### src/rtl/tinymips_pkg.sv
// Shared encodings for the tinymips data-memory arbiter: FSM states and
// the identity of the requester that owns a transfer.
package tinymips_pkg;

  localparam logic [1:0] ST_RUN   = 2'd0;
  localparam logic [1:0] ST_DRAIN = 2'd1;
  localparam logic [1:0] ST_PRG   = 2'd2;

  localparam logic OWNER_CPU = 1'b0;
  localparam logic OWNER_MON = 1'b1;

endpackage

### src/rtl/dmem_arbiter.sv
// Shares one data_memory port between the CPU and the monitor, with
// round-robin arbitration and an exclusive program mode for the monitor.
module dmem_arbiter
  import tinymips_pkg::*;
#(
  parameter int AW = 32,
  parameter int DW = 32
) (
  input  logic          clk,
  input  logic          reset_n,
  input  logic          cpu_req,
  input  logic          cpu_we,
  input  logic [AW-1:0] cpu_addr,
  input  logic [DW-1:0] cpu_wd,
  output logic          cpu_gnt,
  output logic          cpu_rvalid,
  output logic [DW-1:0] cpu_rd,
  input  logic          mon_req,
  input  logic          mon_we,
  input  logic [AW-1:0] mon_addr,
  input  logic [DW-1:0] mon_wd,
  output logic          mon_gnt,
  output logic          mon_rvalid,
  output logic [DW-1:0] mon_rd,
  input  logic          mon_lock,
  output logic          lock_ack,
  output logic          mem_we,
  output logic [AW-1:0] mem_addr,
  output logic [DW-1:0] mem_wd,
  input  logic [DW-1:0] mem_rd
);

  logic [1:0]    state;
  logic [1:0]    state_nxt;
  logic          last_owner;
  logic          rv_valid;
  logic          rv_owner;
  logic [DW-1:0] rv_data;
  logic          read_gnt;
  logic          cpu_read_gnt;

  // Grants are gated by reset_n so every output is 0 while reset is held.
  always_comb begin
    cpu_gnt = 1'b0;
    mon_gnt = 1'b0;
    if (reset_n) begin
      case (state)
        ST_RUN: begin
          if (cpu_req && mon_req) begin
            cpu_gnt = (last_owner == OWNER_MON);
            mon_gnt = (last_owner == OWNER_CPU);
          end else begin
            cpu_gnt = cpu_req;
            mon_gnt = mon_req;
          end
        end
        ST_PRG:  mon_gnt = mon_req;
        default: ;
      endcase
    end
  end

  always_comb begin
    mem_we   = 1'b0;
    mem_addr = '0;
    mem_wd   = '0;
    if (cpu_gnt) begin
      mem_we   = cpu_we;
      mem_addr = cpu_addr;
      mem_wd   = cpu_wd;
    end else if (mon_gnt) begin
      mem_we   = mon_we;
      mem_addr = mon_addr;
      mem_wd   = mon_wd;
    end
  end

  assign cpu_read_gnt = cpu_gnt && !cpu_we;
  assign read_gnt     = cpu_read_gnt || (mon_gnt && !mon_we);

  // A CPU read issued as the lock arrives gets one DRAIN cycle to return.
  always_comb begin
    state_nxt = state;
    case (state)
      ST_RUN:   if (mon_lock) state_nxt = cpu_read_gnt ? ST_DRAIN : ST_PRG;
      ST_DRAIN: state_nxt = mon_lock ? ST_PRG : ST_RUN;
      ST_PRG:   if (!mon_lock) state_nxt = ST_RUN;
      default:  state_nxt = ST_RUN;
    endcase
  end

  always_ff @(posedge clk or negedge reset_n) begin
    if (!reset_n) begin
      state      <= ST_RUN;
      last_owner <= OWNER_MON;
      rv_valid   <= 1'b0;
      rv_owner   <= OWNER_CPU;
      rv_data    <= '0;
    end else begin
      state    <= state_nxt;
      rv_valid <= read_gnt;
      if (cpu_gnt) begin
        last_owner <= OWNER_CPU;
      end else if (mon_gnt) begin
        last_owner <= OWNER_MON;
      end
      if (read_gnt) begin
        rv_owner <= cpu_gnt ? OWNER_CPU : OWNER_MON;
        rv_data  <= mem_rd;
      end
    end
  end

  assign cpu_rvalid = rv_valid && (rv_owner == OWNER_CPU);
  assign mon_rvalid = rv_valid && (rv_owner == OWNER_MON);
  assign cpu_rd     = cpu_rvalid ? rv_data : '0;
  assign mon_rd     = mon_rvalid ? rv_data : '0;
  assign lock_ack   = (state == ST_PRG);

endmodule

### config.mk
export PLATFORM = sky130hd
export DESIGN_NAME = dmem_arbiter
export DESIGN_NICKNAME = d
export VERILOG_FILES = /design/src/rtl/tinymips_pkg.sv /design/src/rtl/dmem_arbiter.sv
export SDC_FILE = /design/constraint.sdc
export NUM_CORES = 1
export LEC_CHECK = 0
export BUFFER_PORTS_ARGS = -buffer_cell sky130_fd_sc_hd__buf_2
export CAP_MARGIN = 20
export CORE_AREA = 2 2 115 117
export DETAILED_ROUTE_END_ITERATION = 10
export DIE_AREA = 0 0 117 119
export GPL_TIMING_DRIVEN = 0
export PLACE_DENSITY_LB_ADDON = 0.1
export REMOVE_ABC_BUFFERS = 1
export SLEW_MARGIN = 0
export SYNTH_ARGS = -nofsm -noshare
export SYNTH_HDL_FRONTEND = slang
export SYNTH_SLANG_ARGS = --single-unit
### constraint.sdc
create_clock -name clk -period 2.1 [get_ports clk]
set_input_delay 0.42 -clock clk [delete_from_list [all_inputs] [get_ports clk]]
set_output_delay 0.42 -clock clk [all_outputs]
set_load 0.01 [all_outputs]
Word-level counts from Yosys, hierarchy flattened --
Index checks and enable logic that the tools add are counted.
Storage, ports and cells: register bits 37, word-level logic and storage cells 44
Cells by class: equality and inequality tests 4, muxes and demuxes 22, bitwise operators 2, reductions and logical operators 11
Operators by type and width (number):
- $mux 32 | 6
- $mux 1 | 10
- $mux 2 | 4
- $pmux 2 s3 | 1
- $logic_and 1x1->1 | 5
- $ne 2x2->1 const B | 2
- $eq 2x1->1 const B | 1
- $eq 2x2->1 const B | 1
- $logic_not 1->1 | 2
- $logic_not 2->1 | 1
- $not 1->1 | 2
- $pmux 1 s2 | 1
- $reduce_and 2->1 | 1
- $reduce_bool 2->1 | 1
- $logic_or 1x1->1 | 1

Longest topological paths before layout --
depth after elaboration 8, depth in mapped cells 6

Worst setup path before layout --
No wires, ideal clock.
path type flip-flop to output port, start reg last_owner, end out mem_addr[23], data arrival time 1.359 ns, data required time 1.680 ns, setup slack 0.321 ns, stages on the path, launching flop included 6, path buffers 1, cells stage by stage dfstp_2 nand2b_1 nand3_2 inv_2 clkbuf_1 a22o_1
RTL lines:
- start: declaration | RTL line dmem_arbiter.sv:35 | logic last_owner;
- start signal: assignment | RTL line dmem_arbiter.sv:95 | last_owner <= OWNER_MON;
- start signal: assignment | RTL line dmem_arbiter.sv:103 | last_owner <= OWNER_CPU;
- start signal: assignment | RTL line dmem_arbiter.sv:105 | last_owner <= OWNER_MON;
- $mux 1 | RTL line dmem_arbiter.sv:49 | if (cpu_req && mon_req) begin
- $mux 1 | RTL line dmem_arbiter.sv:47 | case (state)
- $mux 1 | RTL line dmem_arbiter.sv:46 | if (reset_n) begin
- net cpu_gnt | RTL line dmem_arbiter.sv:15 | output logic cpu_gnt,
- $mux 32 | RTL line dmem_arbiter.sv:67 | if (cpu_gnt) begin
- end: declaration | RTL line dmem_arbiter.sv:28 | output logic [AW-1:0] mem_addr,
The timed path passes the listed nets, and every way through them passes these cells.

Final worst setup path --
start reg last_owner, end out mem_addr[25]
On the way: longest elaborated chain between the ends 6
Ends and longest elaborated chain:
- $not 1->1 | RTL line dmem_arbiter.sv:51 | mon_gnt = (last_owner == OWNER_CPU);
- $mux 1 | RTL line dmem_arbiter.sv:49
- $pmux 1 s2 | RTL line dmem_arbiter.sv:47
- $mux 1 | RTL line dmem_arbiter.sv:46
- $mux 32 | RTL line dmem_arbiter.sv:71 | end else if (mon_gnt) begin
- $mux 32 * | RTL line dmem_arbiter.sv:67
Mark *: on every way between the ends. The rest lies on a longest branch, timed or not.

==> out/metrics.csv <==
stage,metric,value,unit
detailed_routing,DR vias,3209,
floorplanning,core area,12900,sq um
clock_network,CTS H-tree lvls,2,
clock_network,"Reg clk slew, reported paths",0.06,ns
detailed_routing,drt first pass iters,4,
layout,"commonest cells after routing, fill and taps aside","297 x buf_2, 65 x a22o_1, 33 x and2_1, 33 x dfrtp_1, 32 x and3_1",
critical_path,Crit. End Element,output pin,
critical_path,worst path cell trace,"nand3b_1, nand3_4, inv_8, buf_12, a22o_1, buf_2",
detailed_routing,Avg Vias per Cell,4.43,
yosys,cell count after synthesis,247,
timing,setup TNS,-0.0264,ns
critical_path,slowest stage cell on the critical path,dfstp_2,
layout,Area Growth Syn to Fin,80.5,%
timing,fmax,0.473,GHz
critical_path,worst reg2reg startpoint,last_owner$_DFFE_PN1P_,
global_route,pin count of the biggest net entering global routing,37,
floorplanning,die area,13900,sq um
clock_network,Max Buffers Root-to-Sink,2,
placement,pre-CTS WS,-1.30,ns
global_route,initial antenna violation count,6,
floorplanning,row count,42,
run,MaxCap Viol Count,0,
layout,nets,714,
detailed_routing,DRC,0,
power_and_ir_drop,peak supply drop,0.249,mV
placement,DPL Wire Length,8860,um
global_route,first-pass GRT wire length,17000,um
clock_network,clk sink count,37,
clock_network,CTS tree,yes,
outcome,failing checks,negative setup slack,
yosys,syn avg cell area,10.7,sq um
timing,# setup viols final,5,
placement,placer congestion estimate,0.736,
critical_path,CP bufs+invs,3,
critical_path,"Req. time, crit path",1.68,ns
clock_network,clk root buf,clkbuf_16,
floorplanning,width of the die,117,um
timing,Pins Over Slew Limit,0,
timing,final hold viol count,0,
timing,Final Skew,0.00796,ns
placement,placed cells,699,
outcome,outcome,finished with violations,
layout,final cell count without fillers,725,
clock_network,clock latency on the worst-skew pair,0.28,ns
timing,actual slew at the worst max-slew pin,0.325,ns
detailed_routing,Iter 0 DRT Violations,113,
power_and_ir_drop,Power per Cell Area,607,nW/um^2
floorplanning,top-level I/O count,301,
critical_path,Crit Path Class,reg -> out,
layout,share of layout cells above drive strength 1,67.0,%
global_route,GRT overflow,0,
yosys,Syn. warnings,0,
critical_path,Critical Path Start Type,register,
floorplanning,Starting Density,20.6,%
layout,"most common cell after layout, fill and taps aside",buf_2,
critical_path,cell family with most CP delay,flip-flops,
critical_path,CP peak stage delay,0.54,ns
detailed_routing,post-DR wirelength/cell,17.1,um
worst_hold_path,worst min path class,in -> async,
power_and_ir_drop,Power Total,0.00290,W
timing,Final period util,101,%
yosys,Mapped Area,2650,sq um
detailed_routing,Antenna Nets Post-Route,0,
detailed_routing,total routed wirelength,12400,um
yosys,register area share after synthesis,35.0,%
timing,Max transition margin,78.4,%
power_and_ir_drop,LEAKAGE,2.91,nW
placement,port bufs,300,
global_route,Total GRT Usage,16.1,%
timing,Tmin final,2.11,ns
floorplanning,chip height,119,um
clock_network,TritonCTS Buffers,5,
global_route,number of global-route vias before repair,2930,
critical_path,CP Max Fanout,6,
critical_path,crit path DAT,1.69,ns
yosys,synth unique cells,26,
timing,PnR worst setup slack,-0.0141,ns
critical_path,CP startpoint,last_owner$_DFFE_PN1P_,
timing,RSZ-0062 raised after global routing,yes,
yosys,Yosys reg bits,37,
[kinds of logic after synthesis]
kind of cell / after synthesis / synth area share [%]
AND/OR/NAND/NOR: 77 / 18.3
AO/OA/AOI/OAI: 70 / 22.8
multiplexers: 32 / 17.7
buffers and inverters: 30 / 5.82
XOR/XNOR: 1 / 0.331
flip-flops: 37 / 35.0
[state kept, by name, indices dropped and copies added, names as in the netlist]
name        count
last_owner      1
rv_valid        1
state           2
rv_owner        1
rv_data        32
[metrics by stage]
stage	instance area [sq um]	hold slack, ns	utilization (%)
after floorplan	2500	0.124	-
after global placement	4230	0.493	32.8
after detailed placement	4280	0.504	33.2
after CTS	4670	0.0771	36.3
after global routing	4770	0.0717	37.1
final	4780	0.0829	37.1
[metal layers]
layer	wire length (um)	GRT usage, %	vias up
li1	-	-	1529
met1	5050	19.9	1503
met2	6280	28.0	151
met3	917	4.48	16
met4	98	3.16	10
met5	64	0	-
[power breakdown]
group	leakage, nW	switching [W]	internal (W)	total [W]
clock	0.0811	0.000293	0.000563	0.000856
sequential	0.434	0.000165	0.000890	0.00106
combinational	2.39	0.000405	0.000585	0.000991
[worst paths after layout]
path	end	slack, ns	depth (start not counted)
worst min register to register	rv_data[1]$_DFFE_PN0P_	0.51	1
max in group asynchronous	rv_valid$_DFF_PN0_	1.80	2
worst min-delay path	last_owner$_DFFE_PN1P_	0.08	1
min in group clk	rv_data[30]$_DFFE_PN0P_	0.35	2
worst max-delay path	mem_addr[25]	-0.01	6
worst max register to register	rv_data[0]$_DFFE_PN0P_	0.09	6
[synthesized netlist by cell type]
cell      instances  area share (%)
nor2b_1           3            0.71
nand3_2           1            0.38
nor3_1            1            0.19
mux2_1            3             1.3
mux2_4           29              16
nor2b_4           1            0.52
o21ai_0           2            0.38
dfstp_2           1            0.99
a21oi_1           1            0.19
o22a_1            1            0.33
buf_2             9             1.7
a22o_1           65              22
clkbuf_1         14             2.0
nand3b_1          1            0.28
inv_2             1            0.14
xor2_1            1            0.33
and3_1           32             7.6
dfrtp_1          36              34
nand2_1           1            0.14
o211a_1           1            0.38
and2_1           33             7.8
inv_1             2            0.28
buf_6             4             1.7
nor2_1            2            0.28
nand2b_1          1            0.24
nand3_1           1            0.19
[layout make-up]
class	count	area [sq um]
diodes	1	2.50
clock buffers	6	129
clock inverters	2	38.8
fillers	1343	8100
inverters	3	31.3
multi-input cells	180	1590
flip-flops and latches	37	936
well taps	176	220
repair buffers	315	1770
repair inverters	5	55.1
[repair_timing]
item                                    CTS  global route
hold buffers                              1             0
cloned                                    5             3
pin swaps                                 3             3
endpoints found under the setup margin  165            68
setup buffers                             6             2
gates resized for setup                  20            10
endpoints found under the hold margin    36             0
Note: power is estimated with default switching activity, not from simulation.
